[config.mk]
export PLATFORM = sky130hd
export DESIGN_NAME = esc_cmd_sequencer
export DESIGN_NICKNAME = d
export VERILOG_FILES = /design/src/rtl/esc_cmd_sequencer.sv
export SDC_FILE = /design/constraint.sdc
export NUM_CORES = 1
export LEC_CHECK = 0
export ABC_AREA = 1
export ABC_CLOCK_PERIOD_IN_PS = 4100
export CORE_MARGIN = 2
export CORE_UTILIZATION = 45
export DETAILED_ROUTE_END_ITERATION = 10
export GPL_TIMING_DRIVEN = 0
export MAX_ROUTING_LAYER = met4
export PLACE_DENSITY = 0.64
export SYNTH_ARGS = -nofsm -noshare
export SYNTH_HDL_FRONTEND = slang
export SYNTH_SLANG_ARGS = --single-unit
export TNS_END_PERCENT = 5
[constraint.sdc]
create_clock -name clk -period 4.1 [get_ports clk]
set_input_delay 0.615 -clock clk [delete_from_list [all_inputs] [get_ports clk]]
set_output_delay 0.615 -clock clk [all_outputs]
set_load 0.02 [all_outputs]
[src/rtl/esc_cmd_sequencer.sv]
// Frame-aligned speed/offset command sequencer for ESC_interface: arming phase,
// per-frame slew limiting of SPEED, controlled stop and latched emergency stop.
module esc_cmd_sequencer #(
  parameter int unsigned FRAME_CYCLES = 1048576,
  parameter int unsigned ARM_FRAMES   = 50,
  parameter int unsigned MAX_STEP     = 64
) (
  input  logic        clk,
  input  logic        rst_n,
  input  logic        arm,
  input  logic        cmd_vld,
  input  logic [10:0] cmd_spd,
  input  logic [9:0]  cmd_off,
  input  logic        estop,
  output logic [10:0] SPEED,
  output logic [9:0]  OFF,
  output logic        frm_tick,
  output logic        armed,
  output logic        fault
);

  localparam int unsigned FCW = (FRAME_CYCLES > 1) ? $clog2(FRAME_CYCLES) : 1;
  localparam int unsigned ACW = $clog2(ARM_FRAMES + 1);

  localparam logic [FCW-1:0] FRM_LAST = FCW'(FRAME_CYCLES - 1);
  localparam logic [ACW-1:0] ARM_LAST = ACW'(ARM_FRAMES - 1);
  localparam logic [10:0]    STEP     = 11'(MAX_STEP);

  typedef enum logic [1:0] {
    IDLE,
    ARMING,
    RUN,
    STOP
  } state_t;

  state_t         state_q, state_d;
  logic [FCW-1:0] frm_cnt_q, frm_cnt_d;
  logic [ACW-1:0] arm_cnt_q, arm_cnt_d;
  logic [10:0]    spd_q, spd_d;
  logic [9:0]     off_q, off_d;
  logic [10:0]    tgt_spd_q, tgt_spd_d;
  logic [9:0]     tgt_off_q, tgt_off_d;
  logic           fault_q, fault_d;

  logic           tick;
  logic [10:0]    up_diff;
  logic [10:0]    dn_diff;
  logic [10:0]    up_step;
  logic [10:0]    dn_step;
  logic [10:0]    stop_step;

  assign tick = (frm_cnt_q == FRM_LAST);

  // Differences are only used under the matching magnitude compare, so they never wrap.
  always_comb begin
    up_diff   = tgt_spd_q - spd_q;
    dn_diff   = spd_q - tgt_spd_q;
    up_step   = (up_diff > STEP) ? STEP : up_diff;
    dn_step   = (dn_diff > STEP) ? STEP : dn_diff;
    stop_step = (spd_q > STEP) ? STEP : spd_q;
  end

  always_comb begin
    state_d   = state_q;
    frm_cnt_d = tick ? '0 : frm_cnt_q + 1'b1;
    arm_cnt_d = arm_cnt_q;
    spd_d     = spd_q;
    off_d     = off_q;
    tgt_spd_d = tgt_spd_q;
    tgt_off_d = tgt_off_q;
    fault_d   = fault_q;

    if (cmd_vld && !fault_q) begin
      tgt_spd_d = cmd_spd;
      tgt_off_d = cmd_off;
    end

    case (state_q)
      IDLE: begin
        spd_d = '0;
        if (arm) begin
          if (!fault_q) begin
            state_d   = ARMING;
            arm_cnt_d = '0;
          end
        end else begin
          fault_d = 1'b0;
        end
      end
      ARMING: begin
        spd_d = '0;
        if (!arm) begin
          state_d   = IDLE;
          arm_cnt_d = '0;
        end else if (tick) begin
          off_d = tgt_off_q;
          if (arm_cnt_q == ARM_LAST) begin
            state_d   = RUN;
            arm_cnt_d = '0;
          end else begin
            arm_cnt_d = arm_cnt_q + 1'b1;
          end
        end
      end
      RUN: begin
        // Dropping arm takes precedence over a coincident tick: no ramp, no OFF update.
        if (!arm) begin
          state_d = STOP;
        end else if (tick) begin
          off_d = tgt_off_q;
          if (tgt_spd_q > spd_q) begin
            spd_d = spd_q + up_step;
          end else if (tgt_spd_q < spd_q) begin
            spd_d = spd_q - dn_step;
          end
        end
      end
      STOP: begin
        if (spd_q == '0) begin
          state_d = IDLE;
        end else if (tick) begin
          spd_d = spd_q - stop_step;
        end
      end
      default: begin
        state_d = IDLE;
        spd_d   = '0;
      end
    endcase

    if (estop) begin
      state_d   = IDLE;
      arm_cnt_d = '0;
      spd_d     = '0;
      tgt_spd_d = '0;
      tgt_off_d = tgt_off_q;
      fault_d   = 1'b1;
    end
  end

  always_ff @(posedge clk or negedge rst_n) begin
    if (!rst_n) begin
      state_q   <= IDLE;
      frm_cnt_q <= '0;
      arm_cnt_q <= '0;
      spd_q     <= '0;
      off_q     <= '0;
      tgt_spd_q <= '0;
      tgt_off_q <= '0;
      fault_q   <= 1'b0;
    end else begin
      state_q   <= state_d;
      frm_cnt_q <= frm_cnt_d;
      arm_cnt_q <= arm_cnt_d;
      spd_q     <= spd_d;
      off_q     <= off_d;
      tgt_spd_q <= tgt_spd_d;
      tgt_off_q <= tgt_off_d;
      fault_q   <= fault_d;
    end
  end

  assign SPEED    = spd_q;
  assign OFF      = off_q;
  assign frm_tick = tick;
  assign armed    = (state_q == RUN);
  assign fault    = fault_q;

endmodule

-- Word level (Yosys, flattened, before mapping)
Index checks and enable logic that the tools add are counted.
- word-level logic and storage cells: 86
- bits in writable memories: 0
- bits in latches: 0
- output and inout port bits: 24
- ROM bits: 0
- register bits: 71
- input port bits: 26
- memories kept: 0
- eq/ne operators: 17
- div/mod/pow operators: 0
- reduce and logical (&&, ||, !) cells: 15
- bitwise operators: 1
- order comparisons: 5
- add/sub/neg operators: 7
- multiply operators: 0
- mux-type cells: 33
- shift operators: 0
- operators with widths (kind ; count):
    11-bit two-way mux ; 12
    11-bit subtractor ; 4
    6-bit two-way mux ; 6
    11-bit by 7-bit > comparator with 1-bit output (second input constant) ; 3
    11-bit case mux with 3 select lines ; 1
    3-bit inequality test (second input constant) ; 7
    20-bit by 1-bit adder with 20-bit output (second input constant) ; 1
    20-bit == test (second input constant) ; 1
    20-bit two-way mux ; 1
    2-bit two-way mux ; 8
    6-bit case mux with 2 select lines ; 1
    11-bit adder ; 1
    11-bit > comparator ; 1
    11-bit logical NOT ; 1
    11-bit less-than comparator ; 1
    4-bit inequality test (second input constant) ; 2
    2-bit case mux with 4 select lines ; 1
    6-bit by 1-bit adder with 6-bit output (second input constant) ; 1
    6-bit == test (second input constant) ; 1
    6-bit AND reduction ; 1
    5-bit AND reduction ; 1
    2-bit == test (second input constant) ; 2
    4-bit by 2-bit inequality test with 1-bit output (second input constant) ; 1
    2-bit AND reduction ; 2
    other kinds (13) ; 17

-- Logic depth before layout (Yosys ltp)
- depth in word-level cells: 10
- depth in mapped cells: 33
- mapped depth without buffers: 32

-- Worst setup path after synthesis
No wires, ideal clock.
- path type: reg-to-reg
- start: reg spd_q[0] (netlist: SPEED[0])
- end: reg spd_q[9] (netlist: SPEED[9])
- clock period less this slack: 4262 ps
- library setup time: 128 ps
- cell stages (with the launch flop): 27
- setup slack: -162 ps
- required time: 3972 ps
- buffers on the path: 0
- data arrival time: 4134 ps
- cells stage by stage: dfrtp_1 ha_1 fa_1 xor2_2 nand3_1 nor2_2 nand2_1 nor2_2 nor2_2 nor2_4 inv_2 or2_2 ha_1 a21oi_1 o21ai_1 nand3_1 nand2_1 ha_1 nand2_1 o21ai_0 nand4_1 o211ai_1 nand2_1 nand2_1 a21oi_1 xor2_1 o22ai_1
- word-level cells in the longest chain between the ends: 10
- elaborated cells on any way between the ends: 25
- classes of those cells: 5 x add/sub; 5 x order compare; 2 x eq/ne; 11 x mux; 2 x reduce/logical
- ends and longest elaborated chain (element ; line ; text):
    start: declaration ; 39 ; logic [10:0] spd_q, spd_d;
    start signal: assignment ; 155 ; spd_q <= spd_d;
    11-bit subtractor ; 57 ; dn_diff = spd_q - tgt_spd_q;
    11-bit by 7-bit > comparator with 1-bit output ; 59 ; dn_step = (dn_diff > STEP) ? STEP : dn_diff;
    11-bit two-way mux ; 59 ;
    11-bit subtractor ; 114 ; spd_d = spd_q - dn_step;
    11-bit two-way mux ; 113 ; end else if (tgt_spd_q < spd_q) begin
    11-bit two-way mux ; 111 ; if (tgt_spd_q > spd_q) begin
    11-bit two-way mux ; 109 ; end else if (tick) begin
    11-bit two-way mux ; 107 ; if (!arm) begin
    11-bit case mux with 3 select lines ; 78 ; case (state_q)
    11-bit two-way mux ; 131 ; if (estop) begin
Parallel ways exist; a longest one is shown, timed or not. The select of a mux whose other input is x is not followed.
A chain may end at the register's enable or synchronous reset.

-- Final worst setup path
Ends and elaborated chain as after synthesis.

==> impl_metrics.yaml <==
status:
  status: "finished clean"
route:
  route.detailed.drc: 0
  vias: 4841
  wirelength_mm: 13.72
  antenna_left: 0
  first_pass_iters: 4
  initialDrtViolationCount: 298
  routedWlPerCell_um: 14.91
  drt-vias-per-instance: 5.262
global_routing:
  antenna_found_initial: 0
  grt_pass1_vias: 4748
  grt_max_degree: 72
  grt_first_pass_wirelength_mm: 22.56
  track_usage: 0.2322
  grt_overflow: 0
synth:
  synth_area_leaders: "dfrtp_1 35%, nand2_1 10%, ha_1 9.8%"
  synth_top_area_frac: 0.3470
  yosysUniqueCellTypes: 40
  syn_area_um2: 5120
  ys_warn_count: 0
  yosysTopAreaCell: "dfrtp_1"
  ys_ff_latch: 71
  avgSynthCellArea_um2: 7.474
  syn_inst: 685
  synth.net_count: 754
  yosysSeqAreaShare: 0.3470
power:
  p_per_area_nw_per_um2: 741.4
  p_sw_w: 0.002249
  comb_power_share: 0.646
  ir_worst_vdd_uv: 563.7
  swShare: 0.4517
  power.total_w: 0.004979
  leakagePower_nw: 3.215
  internal_power_w: 0.002730
  pwr-share-clk: 0.181
  p_seq_frac: 0.173
floorplanning:
  die_h_um: 110.7
  coreArea_um2: 10980
  dieWidth_um: 110.7
  row_count: 38
  die-area_um2: 12250
  start_util: 0.4662
  io_pins: 50
placement:
  dp_cells: 874
  portBuffers: 49
  dp_hpwl_mm: 10.02
  gp_congestion: 0.9719
  place_ws_ns: -0.5814
  placed_cell_area_um2: 5793
cells_and_area:
  nets: 844
  fill_cells: 1002
  drive_gt1_frac: 0.2115
  seq_area_um2: 1789
  syn_to_final_growth_pct: 31.16
  final_common_cell: "nand2_1"
  multi_input_area_um2: 3204
  finalNonFillerCells: 920
  n_antenna_cell: 0
  stdcell_area_um2: 6715
  layout_common_cells: "124 x nand2_1, 93 x inv_1, 61 x dfrtp_1, 60 x nand3_1, 48 x clkdlybuf4s50_1"
cts:
  cts-hold-fix-buffers: 0
  clk_pin_slew_ns: 0.06
  cts_buffers: 9
  insertion_delay_ns: 0.33
  root_buffer: "clkbuf_16"
  cts_tree: "yes"
  cts_max_path_buffers: 2
  htreeDepth: 3
  clkSinkCount: 71
sta:
  rsz0062_at_grt: "yes"
  min_period_ns: 4.056
  fmax_mhz: 246.5
  slew_violations: 0
  fin_ws_ns: 0.04392
  relSlewSlack: 0.4041
  setup_viol: 0
  fin_crit_sh: 0.9893
  worstMarginPinSlew_ns: 0.8939
  hold_viol_final: 0
  finClkSkew_ns: 0.006831
run:
  drv_cap: 0
worst_setup_path:
  end_kind: "register"
  critPathRequiredTime_ns: 4.30
  crit_path_cell_trace: "ha_4 -> fa_2 -> xor2_2 -> nand3_2 -> nor2_4 -> nand2_2 -> nor2_4 -> nor2_4 -> nor2_4 -> inv_2 -> or2_4 -> ha_4 -> nand2_2 -> xor2_2 -> nand2_1 -> a21oi_2 -> ha_4 -> a21oi_1 -> o211ai_1 -> nand2_1 -> nand2_2 -> a21oi_2 -> xor2_1 -> o22ai_1"
  critPathMostFrequentCell: "nor2_4"
  cp_slowest_cell: "dfrtp_2"
  startpoint_type: "register"
  critPathArrivalTime_ns: 4.25
  cp_top_family: "simple AND/OR/NAND/NOR gates"
  crit_type: "register to register"
  path_max_fanout: 6
  cp.buffers_inverters: 1
  max_stage_delay_ns: 0.44
min_path:
  hold_path.class: "primary input to asynchronous set/reset pin"
final timing paths:
path | startpoint | end | slack, ns | cells after the start
worst max-delay path | SPEED[0]$_DFFE_PN0P_ | SPEED[9]$_DFFE_PN0P_ | 0.04 | 24
worst min-delay path | rst_n | frm_cnt_q[10]$_DFF_PN0_ | 0.41 | 1
worst max register to register | SPEED[0]$_DFFE_PN0P_ | SPEED[9]$_DFFE_PN0P_ | 0.04 | 24
worst min register to register | frm_cnt_q[0]$_DFF_PN0_ | frm_cnt_q[0]$_DFF_PN0_ | 0.47 | 1
max in group asynchronous | rst_n | SPEED[9]$_DFFE_PN0P_ | 3.05 | 1
min in group clk | frm_cnt_q[0]$_DFF_PN0_ | frm_cnt_q[0]$_DFF_PN0_ | 0.47 | 1
metal layers:
metal	share of wire	GRT usage	vias up
met1	0.44	0.2888	2311
met3	0.039	0.03718	28
met5	0	-	-
li1	-	-	2408
met2	0.50	0.3804	94
met4	0.027	0.09167	0
power by group through the flow:
stage | clock [W] | combinational, W | sequential, W
final | 0.000900 | 0.00322 | 0.000861
after global routing | 0.000951 | 0.00355 | 0.000871
after CTS | 0.000918 | 0.00273 | 0.000866
after detailed placement | 0 | 0.00246 | 0.000883
after global placement | 0 | 0.00241 | 0.000880
after floorplan | 0 | 0.00187 | 0.000887
worst register-to-register path, delay by kind of cell (launching register included):
kind | cells | cell delay, ns
simple gates | 11 | 1.21
fa+ha+maj | 4 | 0.97
compound gates | 5 | 0.71
xor+xnor | 3 | 0.51
buf+inv | 1 | 0.06
flops | 1 | 0.44
stage by stage:
step	setup TNS, ns	hold WS [ns]	util
final	0	0.4119	0.6114
after global routing	-0.8419	0.4909	0.6114
after CTS	0	0.4425	0.5786
after detailed placement	-2.700	0.4574	0.5275
after global placement	-7.539	0.4518	0.5277
after floorplan	0	0.3194	-
cell families (layout without fill, tap and decap cells):
family,Yosys count,in the layout,synth area share
adder cells (fa/ha/maj),43,43,0.1095
flip-flops,71,71,0.3470
buffers and inverters,123,218,0.09311
AO/OA/AOI/OAI,118,118,0.1281
AND/OR/NAND/NOR,296,296,0.2612
XOR/XNOR,34,34,0.06109
state kept, by name (all words and copies together), names as in the netlist:
signal / flops
OFF: 10
SPEED: 11
arm_cnt_q: 6
fault: 1
frm_cnt_q: 20
state_q: 2
tgt_off_q: 10
tgt_spd_q: 11
synth_stat cells, drive strengths merged:
library cell  number
xor2              29
or2                2
nand3             63
fa                 3
nor2              58
o211ai             2
xnor2              5
o31ai              1
o2111ai            2
dfrtp             71
inv              110
o22ai             11
o41ai              1
nand2            148
ha                40
nor4               2
clkbuf             8
nand4              9
a211oi             3
nand3b             2
nor3              11
a21oi             48
a31oi              1
o21bai             1
nor4b              1
buf                5
a21o               1
o21ai             47
what timing repair did:
action	CTS	global route
pin swaps	23	29
setup buffers	12	20
gates resized for setup	41	45
endpoints found under the setup margin	8	6
layout make-up:
type / count / share of cell area
inverter: 110 / 0.06186
tap: 140 / 0.02609
timing repair buffer: 81 / 0.1090
multi-input combinational: 491 / 0.4772
buffer: 11 / 0.008012
sequential: 71 / 0.2664
clock inverter: 7 / 0.01789
clock buffer: 9 / 0.03354
Power figures use the tool's default switching activity.
